**src/rtl/tmds_pkg.sv**
```systemverilog
`default_nettype none
// ============================================================================
// Module      : tmds_pkg
// Description : Shared TMDS definitions: word width, the four control-token
//               code words (identical to the ones the TMDS encoder emits) and
//               the word-alignment state encoding used by the decoder.
// Ports       : none (package)
// Revision    : 1.0 - initial release
// ============================================================================
package tmds_pkg;

  localparam int TMDS_WORD_W = 10;

  // Control tokens, indexed by the {c1,c0} pair they carry.
  localparam logic [TMDS_WORD_W-1:0] CTRL_TOKEN_00 = 10'b1101010100;
  localparam logic [TMDS_WORD_W-1:0] CTRL_TOKEN_01 = 10'b0010101011;
  localparam logic [TMDS_WORD_W-1:0] CTRL_TOKEN_10 = 10'b0101010100;
  localparam logic [TMDS_WORD_W-1:0] CTRL_TOKEN_11 = 10'b1010101011;

  typedef enum logic [1:0] {
    ST_SEARCH    = 2'd0,
    ST_SLIP_HOLD = 2'd1,
    ST_VERIFY    = 2'd2,
    ST_LOCKED    = 2'd3
  } align_state_t;

endpackage
`default_nettype wire

```
**src/rtl/tmds_symbol_decode.sv**
```systemverilog
`default_nettype none
// ============================================================================
// Module      : tmds_symbol_decode
// Description : Purely combinational TMDS word decoder. Control tokens are
//               matched exactly; every other word is decoded as video.
// Ports       : word     in  [9:0] received TMDS word (bit 0 first on wire)
//               is_ctrl  out       1 when word is one of the control tokens
//               control  out [1:0] decoded control pair (valid when is_ctrl)
//               data     out [7:0] decoded video byte (0 for control tokens)
// Revision    : 1.0 - initial release
// ============================================================================
module tmds_symbol_decode
  import tmds_pkg::*;
(
  input  logic [TMDS_WORD_W-1:0] word,
  output logic                   is_ctrl,
  output logic [1:0]             control,
  output logic [7:0]             data
);

  logic [7:0] d;

  always_comb begin
    is_ctrl = 1'b1;
    control = 2'b00;
    data    = 8'h00;
    d       = word[9] ? ~word[7:0] : word[7:0];
    case (word)
      CTRL_TOKEN_00: control = 2'b00;
      CTRL_TOKEN_01: control = 2'b01;
      CTRL_TOKEN_10: control = 2'b10;
      CTRL_TOKEN_11: control = 2'b11;
      default: begin
        is_ctrl = 1'b0;
        // bit 8 tells whether the encoder chained bits with XOR (1) or XNOR (0)
        data[0] = d[0];
        for (int i = 1; i < 8; i++) begin
          data[i] = word[8] ? (d[i] ^ d[i-1]) : ~(d[i] ^ d[i-1]);
        end
      end
    endcase
  end

endmodule
`default_nettype wire

```
**src/rtl/tmds_decoder.sv**
```systemverilog
`default_nettype none
// ============================================================================
// Module      : tmds_decoder
// Description : TMDS channel decoder with word-alignment FSM. Decoded data is
//               registered with one cycle of latency. The alignment FSM looks
//               for runs of control tokens, requests bit slips from the
//               deserializer while searching, and drops lock when tokens stop
//               arriving for SEARCH_WINDOW cycles.
// Macro       : TMDS_DECODER_LOSS_CNT_EN - when defined, o_lock_loss_cnt
//               counts LOCKED->SEARCH transitions (saturating); otherwise it
//               is tied to zero.
// Ports       : i_clk            in        pixel clock
//               i_rst            in        synchronous active-high reset
//               i_tmds           in  [9:0] one TMDS word per cycle
//               o_data           out [7:0] decoded video byte
//               o_control        out [1:0] decoded control pair {vs,hs}
//               o_ve             out       1 = video word, 0 = control token
//               o_locked         out       word alignment achieved
//               o_bitslip        out       one-cycle bit-slip request
//               o_lock_loss_cnt  out [7:0] lock-loss count
// Revision    : 1.0 - initial release
// ============================================================================
module tmds_decoder
  import tmds_pkg::*;
#(
  parameter int SEARCH_WINDOW = 4096,
  parameter int CTRL_RUN      = 8,
  parameter int SLIP_WAIT     = 16
) (
  input  logic                   i_clk,
  input  logic                   i_rst,
  input  logic [TMDS_WORD_W-1:0] i_tmds,
  output logic [7:0]             o_data,
  output logic [1:0]             o_control,
  output logic                   o_ve,
  output logic                   o_locked,
  output logic                   o_bitslip,
  output logic [7:0]             o_lock_loss_cnt
);

  localparam logic [15:0] WIN_LAST   = 16'(SEARCH_WINDOW - 1);
  localparam logic [15:0] HOLD_LAST  = 16'(SLIP_WAIT - 1);
  localparam logic [7:0]  RUN_TARGET = 8'(CTRL_RUN);

  logic         sym_is_ctrl;
  logic [1:0]   sym_control;
  logic [7:0]   sym_data;

  // Registered "token seen" flag that drives the FSM; kept apart from o_ve
  // so that the reset value of o_ve (0) is not mistaken for a token.
  logic         ctrl_seen;

  align_state_t state, state_next;
  logic [15:0]  win_cnt, win_cnt_next;
  logic [7:0]   run_cnt, run_cnt_next;
  logic         bitslip_next;

  tmds_symbol_decode u_symbol_decode (
    .word    (i_tmds),
    .is_ctrl (sym_is_ctrl),
    .control (sym_control),
    .data    (sym_data)
  );

  // Decode path: always valid, independent of alignment state.
  always_ff @(posedge i_clk) begin
    if (i_rst) begin
      o_data    <= 8'h00;
      o_control <= 2'b00;
      o_ve      <= 1'b0;
      ctrl_seen <= 1'b0;
    end else begin
      o_data    <= sym_data;
      o_ve      <= ~sym_is_ctrl;
      ctrl_seen <= sym_is_ctrl;
      if (sym_is_ctrl) begin
        o_control <= sym_control;
      end
    end
  end

  always_ff @(posedge i_clk) begin
    if (i_rst) begin
      state     <= ST_SEARCH;
      win_cnt   <= 16'd0;
      run_cnt   <= 8'd0;
      o_bitslip <= 1'b0;
      o_locked  <= 1'b0;
    end else begin
      state     <= state_next;
      win_cnt   <= win_cnt_next;
      run_cnt   <= run_cnt_next;
      o_bitslip <= bitslip_next;
      o_locked  <= (state_next == ST_LOCKED);
    end
  end

  always_comb begin
    state_next   = state;
    win_cnt_next = win_cnt;
    run_cnt_next = run_cnt;
    bitslip_next = 1'b0;
    case (state)
      ST_SEARCH: begin
        if (ctrl_seen) begin
          win_cnt_next = 16'd0;
          if (RUN_TARGET == 8'd1) begin
            state_next   = ST_LOCKED;
            run_cnt_next = 8'd0;
          end else begin
            state_next   = ST_VERIFY;
            run_cnt_next = 8'd1;
          end
        end else if (win_cnt == WIN_LAST) begin
          state_next   = ST_SLIP_HOLD;
          win_cnt_next = 16'd0;
          bitslip_next = 1'b1;
        end else if (win_cnt != 16'hFFFF) begin
          win_cnt_next = win_cnt + 16'd1;
        end
      end
      ST_SLIP_HOLD: begin
        // Deserializer output is unsettled right after a slip; ignore words.
        if (win_cnt == HOLD_LAST) begin
          state_next   = ST_SEARCH;
          win_cnt_next = 16'd0;
        end else begin
          win_cnt_next = win_cnt + 16'd1;
        end
      end
      ST_VERIFY: begin
        win_cnt_next = 16'd0;
        if (ctrl_seen) begin
          if ((run_cnt + 8'd1) == RUN_TARGET) begin
            state_next   = ST_LOCKED;
            run_cnt_next = 8'd0;
          end else begin
            run_cnt_next = run_cnt + 8'd1;
          end
        end else begin
          state_next   = ST_SEARCH;
          run_cnt_next = 8'd0;
        end
      end
      ST_LOCKED: begin
        if (ctrl_seen) begin
          win_cnt_next = 16'd0;
        end else if (win_cnt == WIN_LAST) begin
          // Lock lost: re-search without slipping, alignment may still be good.
          state_next   = ST_SEARCH;
          win_cnt_next = 16'd0;
        end else if (win_cnt != 16'hFFFF) begin
          win_cnt_next = win_cnt + 16'd1;
        end
      end
      default: begin
        state_next   = ST_SEARCH;
        win_cnt_next = 16'd0;
        run_cnt_next = 8'd0;
      end
    endcase
  end

`ifdef TMDS_DECODER_LOSS_CNT_EN
  logic [7:0] loss_cnt;

  always_ff @(posedge i_clk) begin
    if (i_rst) begin
      loss_cnt <= 8'd0;
    end else if ((state == ST_LOCKED) && (state_next == ST_SEARCH) &&
                 (loss_cnt != 8'hFF)) begin
      loss_cnt <= loss_cnt + 8'd1;
    end
  end

  assign o_lock_loss_cnt = loss_cnt;
`else
  assign o_lock_loss_cnt = 8'd0;
`endif

endmodule
`default_nettype wire

```
**config.mk**
```make
export PLATFORM = sky130hd
export DESIGN_NAME = tmds_decoder
export DESIGN_NICKNAME = d
export VERILOG_FILES = /design/src/rtl/tmds_pkg.sv /design/src/rtl/tmds_symbol_decode.sv /design/src/rtl/tmds_decoder.sv
export SDC_FILE = /design/constraint.sdc
export NUM_CORES = 1
export LEC_CHECK = 0
export CORE_MARGIN = 3
export CORE_UTILIZATION = 55
export CTS_CLUSTER_SIZE = 28
export DETAILED_ROUTE_END_ITERATION = 12
export GPL_ROUTABILITY_DRIVEN = 0
export PLACE_DENSITY = 0.77
export SLEW_MARGIN = 10
export SYNTH_ARGS = -nofsm -noshare
export SYNTH_HDL_FRONTEND = slang
export SYNTH_SLANG_ARGS = --single-unit
```
**constraint.sdc**
```tcl
create_clock -name i_clk -period 3.45 [get_ports i_clk]
set_input_delay 0.5175 -clock i_clk [delete_from_list [all_inputs] [get_ports i_clk]]
set_output_delay 0.5175 -clock i_clk [all_outputs]
set_load 0.01 [all_outputs]
```
==> After elaboration in Yosys (flattened, before gate mapping) <==
Cells that the tools add are included.
{ "totals": {"elab_cells": 77, "out_inout_bits": 21, "reg_bits": 40, "inputBits": 12} }
{ "op_classes": {"n_reduce_logical": 7, "add_sub_neg": 2, "muxes": 28, "bitwise_logic": 17, "eq_ne": 14} }
{ "ops": {"columns": ["operator", "count"], "rows": [
  ["16-bit two-way mux", 4],
  ["16-bit case mux with 3 select lines", 1],
  ["8-bit two-way mux", 4],
  ["10-bit equality test, second input constant", 2],
  ["16-bit by 1-bit adder with 16-bit output, second input constant", 1],
  ["16-bit by 12-bit equality test with 1-bit output, second input constant", 1],
  ["16-bit by 4-bit equality test with 1-bit output, second input constant", 1],
  ["16-bit != test, second input constant", 1],
  ["8-bit case mux with 2 select lines", 1],
  ["2-bit two-way mux", 7],
  ["10-bit by 8-bit equality test with 1-bit output, second input constant", 1],
  ["10-bit by 9-bit equality test with 1-bit output, second input constant", 1],
  ["1-bit two-way mux", 9],
  ["1-bit NOT", 9],
  ["8-bit by 1-bit adder with 8-bit output, second input constant", 1],
  ["8-bit by 4-bit equality test with 1-bit output, second input constant", 1],
  ["8-bit NOT", 1],
  ["2-bit case mux with 4 select lines", 1],
  ["1-bit bitwise XOR", 7],
  ["2-bit equality test, second input constant", 3],
  ["2-bit case mux with 3 select lines", 1],
  ["5-bit OR reduction", 1],
  ["4-bit by 1-bit != test with 1-bit output, second input constant", 1],
  ["4-bit OR reduction", 1],
  ["other kinds (7)", 7]
]} }

==> Logic depth before layout (Yosys ltp) <==
{ "logic_depth": {"ltp_word": 6, "ltp_mapped": 7, "depth_no_buf": 7} }

==> Modules after synthesis <==
From an unflattened synthesis, not the netlist that was laid out.
{ "hier_totals": {"cells_unflattened": 277, "area_unflattened_um2": 2427.3} }
{ "by_module_without_submodules": {"columns": ["module", "area_per_inst_um2", "cells_per_inst", "instances", "seq_area_each_um2"], "rows": [
  ["tmds_decoder", 2042.0, 233, 1, 800.8],
  ["tmds_symbol_decode", 385.4, 44, 1, 0.0]
]} }

==> Least setup slack after synthesis <==
OpenSTA, ideal clock, no wires.
{ "synth_path": {"path_kind": "register to register", "startpoint": "register state[0]", "endpoint": "register win_cnt[9]", "slack_ns": 1.134, "n_path_buf": 0, "setup_ns": 0.115, "required_time_ns": 3.335, "arrival_time_ns": 2.201, "period_less_slack_ns": 2.316, "stages_incl_launch_ff": 8, "cell_sequence": "dfxtp_1 > inv_1 > ha_1 > or4bb_2 > nor4_1 > nor3b_1 > xnor2_1 > nor2_1"} }
{ "synth_via": {"elab_chain_cells": 3, "word_cells_on_any_way": 7, "classes_between": "eq/ne (4); mux (1); reduce/logical (2)"} }
{ "synth_rtl": {"columns": ["item", "line", "rtl"], "rows": [
  ["from (decl)", "tmds_decoder.sv:53", "align_state_t state, state_next;"],
  ["from (signal assigned)", "tmds_decoder.sv:90", "state <= state_next;"],
  ["2-bit equality test / 2-bit zero test (equally long branches)", "tmds_decoder.sv:103", "case (state)"],
  ["2-bit OR reduction (no source line)", null, null],
  ["16-bit case mux with 3 select lines / 4-bit by 1-bit != test with 1-bit output (equally long branches)", null, null],
  ["to (signal assigned)", "tmds_decoder.sv:91", "win_cnt <= win_cnt_next;"],
  ["to (decl)", "tmds_decoder.sv:54", "logic [15:0] win_cnt, win_cnt_next;"]
]} }
Several ways; a longest one is shown, not always the timed one.
A chain may end at the register's enable or synchronous reset.

==> Worst setup path in the final report <==
Same ends and word-level chain as after synthesis.

==> results.json <==
{
  "fmax_mhz": 375,
  "synth_largest_area_cell": "dfxtp_1",
  "finalHoldViolations": 0,
  "critPathTopFamily": "simple AND/OR/NAND/NOR gates",
  "rrSetupSlack_ps": 780,
  "cts.path.max_buffers": 2,
  "area_delta_synth_final_pct": 16.4,
  "core_um2": 3520,
  "ys_seq_elements": 40,
  "synthArstFlopShare_pct": 0,
  "drt-initial-drc-count": 71,
  "clk_pin_slew_ps": 80,
  "die_y_um": 67.9,
  "port_buffers": 24,
  "finalWorstSetupSlack_ps": 785,
  "crit_chain": "inv_1 > ha_1 > or4bb_2 > nor4_1 > nor3b_1 > xnor2_1 > nor2_1",
  "ys_types": 48,
  "slowest_stage": "nor4_1",
  "holdCritPathClass": "register to register",
  "clock-root-buffer": "clkbuf_8",
  "arrival_ps": 2840,
  "cap_viol_max_count": 0,
  "ys_seq_area_share_pct": 38.0,
  "antenna_found_initial": 0,
  "synth_edf_count": 0,
  "grt_pass1_wl_um": 7080,
  "yosysWarnings": 0,
  "worstSetupStartpointType": "register",
  "tightest_slew_ps": 937,
  "pre_cts_ws_ps": 824,
  "post_drt_wl_per_cell_um": 12.7,
  "grt_max_degree": 18,
  "ant_nets": 0,
  "ff_latch_area_um2": 801,
  "die-area_um2": 4610,
  "cts-resized-gates": 0,
  "fin_hold_ws_ps": 467,
  "p_per_area_nw_per_um2": 383,
  "finalMaxSlewViolations": 0,
  "cts_tree": "done",
  "clock-sinks": 40,
  "vias": 1749,
  "die_w_um": 67.9,
  "grt_pass1_vias": 1552,
  "cts_setup_buffers": 0,
  "drt_pass1_iterations": 5,
  "crit_type": "register to register",
  "nFillCells": 310,
  "viasPerCell": 5.52,
  "vdd_drop_max_mv": 0.271,
  "pin_count": 33,
  "wirelength_um": 4020,
  "grtUsageTotal_pct": 20.2,
  "fin_skew_ps": 3.91,
  "drive_above_1_share_pct": 7.01,
  "path_max_fanout": 6,
  "end_kind": "register",
  "start_util_pct": 59.9,
  "synth_top_area_share_pct": 38.0,
  "syn_inst": 246,
  "fin_nets": 288,
  "rows": 21,
  "setup_violations": 0,
  "critPathBufInv": 1,
  "dp_hpwl_um": 2920,
  "worstSkewPairLatency_ps": 280,
  "worstSetupStartpoint": "state[0]",
  "slew_headroom_pct": 36.9,
  "htreeDepth": 2,
  "total_power_uw": 940,
  "period_share_pct": 77.3,
  "cpPeakStageDelay_ps": 730,
  "syn_avg_cell_area_um2": 8.58,
  "rsz0062_at_grt": "false",
  "min_from": "o_control[1]",
  "synthTopCellsByArea": "dfxtp_1, xnor2_1, nor2_1",
  "outcome": "finished, final reports clean",
  "drc_errors": 0,
  "multi_input_area_um2": 1210,
  "diodes": 0,
  "leakage_nw": 0.854,
  "fin_tns_setup_ps": 0,
  "postCtsHoldBufs": 0,
  "worstReg2RegStart": "state[0]",
  "grt_overflow": 0,
  "yosys_most_used_dff": "dfxtp_1",
  "period_minus_slack_ps": 2670,
  "mappedNetlistArea_um2": 2110,
  "required_ps": 3620,
  "cts-buffers-inserted": 5
}
-- sequential cells by signal, indices dropped and copies added (netlist names) --
name / count
win_cnt: 16
o_data: 8
run_cnt: 8
o_control: 2
state: 2
ctrl_seen: 1
o_bitslip: 1
o_locked: 1
o_ve: 1
-- worst min-delay path: stages, from the launching register on --
cell and delay [ps]:
dfxtp_1 310, nand3_1 60, a21oi_1 60
-- final cells by class --
cell class                      instances  share of cell area [%]
Multi-Input combinational cell        191                    49.5
Sequential cell                        40                    32.6
Timing Repair Buffer                   25                    10.1
Clock buffer                            6                    2.96
Tap cell                               46                    2.34
Clock inverter                          2                    1.43
Inverter                                7                    1.07
-- cell usage in the layout (no fill, tap or decap), types with 2 or more instances in the layout --
master,n
ha_1,6
a211oi_1,4
or4_4,2
conb_1,8
clkbuf_8,5
inv_1,7
or3_1,3
mux2i_1,2
nand4_1,4
nand3_1,11
nand2_1,17
clkdlybuf4s50_1,24
a311oi_1,2
nor3_1,7
a31oi_1,2
xnor2_1,21
nor2b_1,3
nor3b_1,3
a22oi_1,3
nor4_1,5
nand4b_1,2
nor2_1,36
nand2b_1,3
or2_2,2
nand4bb_1,2
dfxtp_1,40
nand3b_1,2
and2_1,2
a21oi_1,13
o21ai_0,6
or4_1,3
o41ai_1,2
-- metrics by stage --
stage / utilization (%) / std cells / cell area [um^2]
final: 69.7 / 317 / 2450
after global routing: 69.7 / 317 / 2450
after global placement: 66.7 / 309 / 2350
after CTS: 69.7 / 317 / 2450
after floorplan: - / 253 / 2140
after detailed placement: 66.7 / 309 / 2350
-- path summary, 6_finish.rpt --
path                   to  cells past startpoint
max            win_cnt[9]                      7
min          o_control[1]                      2
max reg2reg    win_cnt[9]                      7
min reg2reg  o_control[1]                      2
-- routing by layer --
metal  share of wire, %  wire (um)  up-vias  track usage, %
met5                  0          0        -               0
met4                1.4         55        0            8.19
met3                4.5        180        4            5.25
met2                 44       1770       38            31.3
met1                 50       2020      800            26.6
li1                   -          -      907               -
-- report_power, final --
part           leakage (nW)  internal, mW  switching [mW]  total (mW)
Clock                0.0552         0.215           0.157       0.371
Sequential            0.325         0.475         0.00704       0.482
Combinational         0.473        0.0466          0.0405      0.0871
Total                 0.854         0.736           0.204       0.940
-- logic make-up (layout without fill, tap and decap cells) --
| group | count (synthesis) | after routing | share of synthesized area (%) |
|---|---|---|---|
| buffers and inverters | 22 | 40 | 5.69 |
| other | 1 | 8 | 0.178 |
| and+or+nand+nor | 111 | 111 | 27.9 |
| muxes | 3 | 3 | 1.48 |
| adders and majority gates | 6 | 6 | 3.56 |
| xor gates and xnor gates | 22 | 22 | 9.13 |
| AOI/OAI and AO/OA | 41 | 41 | 14.1 |
| DFF | 40 | 40 | 38.0 |
-- synth_stat cells (all sizes together) (3+ instances only) --
cell	n
nor3b	3
nor3	7
nor4	5
a211oi	4
inv	7
a22oi	3
ha	6
nand2	17
clkbuf	6
xnor2	21
dfxtp	40
a21oi	13
or3	3
nor2	36
nand3	12
o21ai	6
nor2b	3
buf	9
or4	5
nand4	4
nand2b	3
Power figures use the tool's default switching activity.
